## config.mk

```make
export PLATFORM = sky130hd
export DESIGN_NAME = pipe_stage_skid
export DESIGN_NICKNAME = d
export VERILOG_FILES = /design/src/rtl/pipe_stage_skid.sv
export SDC_FILE = /design/constraint.sdc
export NUM_CORES = 1
export LEC_CHECK = 0
export BUFFER_PORTS_ARGS = -buffer_cell sky130_fd_sc_hd__buf_4
export CORE_AREA = 4 4 200 222
export DETAILED_ROUTE_END_ITERATION = 6
export DIE_AREA = 0 0 204 226
export PLACE_DENSITY = 0.8
export SETUP_SLACK_MARGIN = 0.1
export SKIP_LAST_GASP = 1
export SYNTH_ARGS = -nofsm -noshare
export SYNTH_HDL_FRONTEND = slang
export SYNTH_SLANG_ARGS = --single-unit
```

## constraint.sdc

```tcl
create_clock -name clk -period 2.6 [get_ports clk]
set_clock_uncertainty 0.15 [all_clocks]
set_input_delay 0 -clock clk [delete_from_list [all_inputs] [get_ports clk]]
set_output_delay 0 -clock clk [all_outputs]
set_load 0.03 [all_outputs]
```

## src/rtl/pipe_stage_skid.sv

```systemverilog
// Generic pipeline stage register: valid/ready handshake, synchronous flush,
// optional 2-entry skid buffer that registers in_ready, saturating stall counter.
module pipe_stage_skid #(
  parameter int WIDTH = 256,
  parameter int SKID  = 1,
  parameter int CNT_W = 16
) (
  input  logic             clk,
  input  logic             rst_n,
  input  logic             i_flush,
  input  logic             i_in_valid,
  output logic             o_in_ready,
  input  logic [WIDTH-1:0] i_in_data,
  output logic             o_out_valid,
  input  logic             i_out_ready,
  output logic [WIDTH-1:0] o_out_data,
  output logic [CNT_W-1:0] o_stall_cnt
);

  localparam logic [CNT_W-1:0] CNT_MAX = '1;

  logic [CNT_W-1:0] r_stall_cnt;

  generate
    if (SKID != 0) begin : g_skid
      // State encoding is {skid_v, main_v}, so the outputs are plain register bits.
      typedef enum logic [1:0] {
        ST_EMPTY = 2'b00,
        ST_ONE   = 2'b01,
        ST_FULL  = 2'b11
      } state_t;

      state_t           r_state;
      logic [WIDTH-1:0] r_main;
      logic [WIDTH-1:0] r_skid;
      logic             w_in_xfer;
      logic             w_out_xfer;

      assign w_in_xfer  = i_in_valid & (r_state != ST_FULL);
      assign w_out_xfer = (r_state != ST_EMPTY) & i_out_ready;

      always_ff @(posedge clk or negedge rst_n) begin
        if (!rst_n) begin
          r_state <= ST_EMPTY;
          r_main  <= '0;
          r_skid  <= '0;
        end else if (i_flush) begin
          r_state <= ST_EMPTY;
        end else begin
          case (r_state)
            ST_EMPTY: begin
              if (w_in_xfer) begin
                r_state <= ST_ONE;
                r_main  <= i_in_data;
              end
            end
            ST_ONE: begin
              if (w_in_xfer && w_out_xfer) begin
                r_main <= i_in_data;
              end else if (w_in_xfer) begin
                r_state <= ST_FULL;
                r_skid  <= i_in_data;
              end else if (w_out_xfer) begin
                r_state <= ST_EMPTY;
              end
            end
            ST_FULL: begin
              if (w_out_xfer) begin
                r_state <= ST_ONE;
                r_main  <= r_skid;
              end
            end
            default: r_state <= ST_EMPTY;
          endcase
        end
      end

      assign o_in_ready  = ~r_state[1];
      assign o_out_valid = r_state[0];
      assign o_out_data  = r_main;
    end else begin : g_noskid
      logic             r_main_v;
      logic [WIDTH-1:0] r_main;
      logic             w_in_ready;
      logic             w_in_xfer;

      // Ready passes straight through from downstream when an entry is held.
      assign w_in_ready = i_out_ready | ~r_main_v;
      assign w_in_xfer  = i_in_valid & w_in_ready;

      always_ff @(posedge clk or negedge rst_n) begin
        if (!rst_n) begin
          r_main_v <= 1'b0;
          r_main   <= '0;
        end else if (i_flush) begin
          r_main_v <= 1'b0;
        end else if (w_in_xfer) begin
          r_main_v <= 1'b1;
          r_main   <= i_in_data;
        end else if (r_main_v && i_out_ready) begin
          r_main_v <= 1'b0;
        end
      end

      assign o_in_ready  = w_in_ready;
      assign o_out_valid = r_main_v;
      assign o_out_data  = r_main;
    end
  endgenerate

  always_ff @(posedge clk or negedge rst_n) begin
    if (!rst_n) begin
      r_stall_cnt <= '0;
    end else if (o_out_valid && !i_out_ready && (r_stall_cnt != CNT_MAX)) begin
      r_stall_cnt <= r_stall_cnt + CNT_W'(1);
    end
  end

  assign o_stall_cnt = r_stall_cnt;

endmodule
```

== After elaboration in Yosys (flattened, before gate mapping) ==
Index checks and enable logic that the tools add are counted.
Storage, ports and cells
  latch bits: 0
  output and inout port bits: 274
  word-level logic and storage cells: 42
  bits in read-only memories: 0
  register bits after elaboration: 530
  memories: 0
  memory bits (writable): 0
  input bits: 261
Cells by class
  mux-type cells: 11
  equal/unequal tests: 11
  bitwise logic cells: 5
  multipliers: 0
  reductions and logical operators: 10
  divide/modulo/power cells: 0
  magnitude comparators: 0
  shift-type cells: 0
  $add $sub $neg: 1
Operators with widths (number)
  256-bit 2-to-1 mux: 3
  256-bit one-hot mux with 3 select lines: 1
  16-bit by 1-bit adder with 16-bit output (second input constant): 1
  16-bit inequality test (second input constant): 1
  2-bit 2-to-1 mux: 6
  3-bit inequality test (second input constant): 3
  2-bit inequality test (second input constant): 4
  4-bit AND reduction: 2
  2-bit one-hot mux with 3 select lines: 1
  5-bit AND reduction: 1
  4-bit inequality test (second input constant): 1
  1-bit logical AND: 3
  1-bit inverter: 3
  3-bit nonzero test: 1
  1-bit AND: 2
  2-bit by 1-bit equality test with 1-bit output (second input constant): 1
  2-bit equality test (second input constant): 1
  2-bit zero test: 1
  2-bit nonzero test: 1
  1-bit zero test: 1

== Depth between registers and ports, before layout ==
  depth in word-level cells: 7
  depth in mapped cells: 9
  depth with buffers taken out: 7

== Least setup slack after synthesis ==
No wires, ideal clock.
  path kind: register to register
  start point: reg g_skid.r_state[0]
  end point: reg g_skid.r_skid[215]
  setup time: 0.125 ns
  cell stages (with the launch flop): 9
  period minus slack after synthesis: 2.263 ns
  setup slack: 0.337 ns
  data arrival time: 1.988 ns
  required time: 2.325 ns
  path buffers: 3
  cell sequence: dfrtp_1 > ha_1 > buf_2 > inv_2 > nand3_1 > nor3_2 > buf_2 > buf_4 > mux2_2
On the way
  cells in the longest elaborated chain, start to end: 5
  elaborated cells between the ends (all ways): 8
  those cells by class: eq/ne (2); bitwise (3); reduce/logical (3)
Ends and longest elaborated chain
  start, declared: RTL line 33  | state_t r_state;
  start signal, assigned: RTL line 44  | r_state <= ST_EMPTY;
  start signal, assigned: RTL line 48  | r_state <= ST_EMPTY;
  start signal, assigned: RTL line 53  | r_state <= ST_ONE;
  2-bit inequality test / 2-bit nonzero test (equally long branches): RTL line 39, 40
  1-bit AND, on equally long branches: RTL line 39, 40
  1-bit logical AND: RTL line 58  | if (w_in_xfer && w_out_xfer) begin
  1-bit inverter (no source line)
  4-bit AND reduction (no source line) (*)
  end signal, assigned: RTL line 62  | r_skid <= i_in_data;
  end, declared: RTL line 35  | logic [WIDTH-1:0] r_skid;
Every way passes the cells marked *; elsewhere a longest branch is shown, timed or not.
A chain may end at the register's enable or synchronous reset.

== Final worst setup path ==
  start point: reg g_skid.r_state[0]
  end point: reg g_skid.r_main[231] (netlist: o_out_data[231])
On the way
  cells in the longest elaborated chain, start to end: 5
  elaborated cells between the ends (all ways): 14
  those cells by class: eq/ne (6); mux (1); bitwise (2); reduce/logical (5)
Ends and longest elaborated chain
  2-bit inequality test / 2-bit nonzero test (equally long branches): RTL line 39, 40
  1-bit AND, on equally long branches: RTL line 39, 40
  1-bit logical AND: RTL line 58
  2-bit inequality test (no source line)
  5-bit AND reduction (no source line)
  end signal, assigned: RTL line 54  | r_main <= i_in_data;
  end signal, assigned: RTL line 59  | r_main <= i_in_data;
  end signal, assigned: RTL line 70  | r_main <= r_skid;
  end, declared: RTL line 34  | logic [WIDTH-1:0] r_main;
Parallel ways exist; a longest one is shown, timed or not.

==> impl_metrics.toml <==
[floorplanning]
die_w_um = 204
core_area_um2 = 42000
dieHeight_um = 226
initial_utilization_pct = 53.7
row_count = 79
ios = 535
dieArea_um2 = 46100

[worst_setup_path]
crit_arrival_ns = 2.73
worstPathRequired_ns = 2.92
crit_chain = "ha_4 -> buf_12 -> buf_4 -> mux2i_1 -> o21ai_1"
cp-start-kind = "register"
worstPathMaxFanout = 47
slowest_stage = "buf_4"
endpoint_kind = "register"
path_class = "reg2reg"
crit_path_max_incr_delay_ns = 0.62

[power]
pwr_density_cell_nw_per_um2 = 1160
p_sw_share_pct = 39.5
power_switching_w = 0.0146
pwr-share-clk_pct = 19.9
leakage_nw = 13.8
power_w = 0.0371
p_int_w = 0.0224
pwr-share-seq_pct = 39.5
vdd_drop_max_mv = 0.810
pwr-share-comb_pct = 40.5

[drt]
detail-route-antenna-nets = 0
wl_per_cell_um = 24.8
drt-initial-drc-count = 1769
drt_pass1_iterations = 5
vias = 18900
viasPerCell = 5.97
totalWireLength_um = 78600
drcViolationCount = 0

[yosys]
async_reset_ff_share_pct = 100
yosysUniqueCellTypes = 40
yosys_most_used_dff = "dfrtp_1"
yosysTopAreaCell = "dfrtp_1"
synth_top_area_share_pct = 58.8
synthTopCellsByArea = "dfrtp_1 59%, mux2_2 13%, mux2i_1 11%"
synth.avg_cell_area_um2 = 12.7
synthesis.area_um2 = 22600
synth_seq_cells = 530
yosysWarnings = 0
synth_edf_count = 0
synth_nets = 2040
synth_cells = 1774
seq_area_frac_synth_pct = 58.8

[final_layout]
fillers = 2303
instances_no_fill = 3171
nNetsFinal = 2823
syn2layout_area_growth_pct = 41.7
drive_above_1_share_pct = 37.1

[job]
drv_cap = 0

[global_routing]
grt-ovfl-total = 0
grt_max_degree = 156
grt_antenna_before_repair = 8
grt_usage_pct = 31.8
grt_pass1_wl_um = 116000
grt_pass1_vias = 19800

[clock_tree]
cts_made_buffers = 52
clk_pin_slew_worst_paths_ns = 0.07
clk_path_buf_depth = 3
clockRootBuffer = "clkbuf_16"
clk_latency_ns = 0.59
htree_num_levels = 2
cts_tree = "built"
cts_sinks = 530

[timing]
period_share_pct = 92.9
timing.slew.headroom_pct = 50.0
worstMarginPinSlew_ns = 0.750
grt_setup_unrepaired = "false"
hold_violations = 0
min_period_ns = 2.42
fmax_ghz = 0.414
report.final.slew_viol_count = 0
finalSetupTns_ns = 0
finalSetupViolCount = 0

[run_status]
outcome = "complete, no violations"

[place]
hpwl_um = 44000
port_buffers = 534
gp_congestion = 0.832
placedCellCount = 2791

[hold_path]
hp-class = "in2reg"
==> placed cells by master (no fill, tap or decap), drive strengths merged, types with 4 or more instances in the layout <==
cell / synthesis / layout
inv: 4 / 4
nor2: 8 / 8
clkbuf: 76 / 89
nand4: 5 / 5
nand3: 4 / 4
nand2: 8 / 8
ha: 5 / 5
o21ai: 514 / 514
xnor2: 5 / 5
mux2i: 256 / 256
clkinv: 0 / 9
dfrtp: 530 / 530
diode: 0 / 8
buf: 66 / 602
mux2: 260 / 260
xor2: 5 / 5
dlygate4sd3: 0 / 261
==> metal layers <==
layer	track usage, %	wire, µm	vias to the layer above
met5	0	8	-
met4	12.4	3570	2
met3	8.34	7810	249
met2	53.8	38600	1125
met1	39.6	28600	9571
li1	-	-	7976
==> Yosys cell counts, types with 3 or more instances <==
library cell,instances
buf_1,4
xor2_1,5
mux2_2,260
inv_1,3
buf_6,10
nand2_1,8
nand3_1,4
buf_4,31
xnor2_1,5
ha_1,5
dfrtp_1,530
clkbuf_1,76
nand4_1,5
o21ai_0,274
nor2_1,8
buf_2,21
mux2i_1,256
o21ai_1,240
==> layout make-up <==
class	count	area, µm²	area share, %
flip-flops and latches	530	13300	41.5
multi-input cells	1098	8580	26.8
repair buffers	871	7740	24.2
clock buffers	82	1590	4.96
well taps	567	709	2.22
clock inverters	11	60.1	0.188
diodes	8	20.0	0.0626
inverters	4	15.0	0.0470
==> power by group through the flow <==
stage	combinational (W)	sequential, W	clock (W)
floorplan	0.00455	0.0177	0
global placement	0.0133	0.0142	0
detailed placement	0.0137	0.0144	0
CTS	0.0142	0.0143	0.00741
global route	0.0158	0.0150	0.00780
finish	0.0150	0.0147	0.00738
==> sequential cells by signal (all words and copies together) (netlist names) <==
signal          count
g_skid.r_skid     256
o_out_data        256
o_stall_cnt        16
g_skid.r_state      2
==> through the flow <==
step | instance area (µm²) | util [%] | setup slack, ns | hold WS (ns)
final | 32000 | 76.1 | 0.185 | 0.0495
after global placement | 27300 | 65.1 | 0.211 | -0.0829
after floorplan | 22600 | - | 0.337 | -0.446
after detailed placement | 27300 | 65.1 | 0.109 | -0.0803
after global routing | 32000 | 76.1 | 0.125 | 0.0308
after CTS | 31600 | 75.3 | 0.0820 | 0.0146
==> path summary, 6_finish.rpt <==
check	slack, ns	cells after the start	to	startpoint
max reg2reg	0.18	5	o_out_data[231]	g_skid.r_state[0]
min	0.05	3	g_skid.r_state[0]	i_flush
min in group asynchronous	0.40	3	o_out_data[146]	rst_n
max in group asynchronous	0.86	4	o_out_data[74]	rst_n
max	0.18	5	o_out_data[231]	g_skid.r_state[0]
min reg2reg	0.36	1	g_skid.r_skid[117]	g_skid.r_skid[117]
==> critical path, delay by kind of cell (launching register included) <==
kind	cells	cell delay, ns
DFF	1	0.43
buffers and inverters	2	0.94
muxes	1	0.43
AOI/OAI and AO/OA	1	0.10
adders and majority gates	1	0.17
==> logic make-up after synthesis <==
family	synth area share, %
flip-flops	58.8
AO/OA/AOI/OAI	11.8
multiplexers	24.3
buffers and inverters	3.39
AND/OR/NAND/NOR	1.10
XOR/XNOR	0.388
adder cells (fa/ha/maj)	0.277
==> what timing repair did <==
action	in CTS	in global routing
hold buffers	261	0
gates resized for setup	1	16
buffers inserted	0	8
gates cloned	1	9
endpoints found under the hold margin	1008	0
endpoints found under the setup margin	7	471
pin swaps	0	3
(Power assumes the default switching activity.)
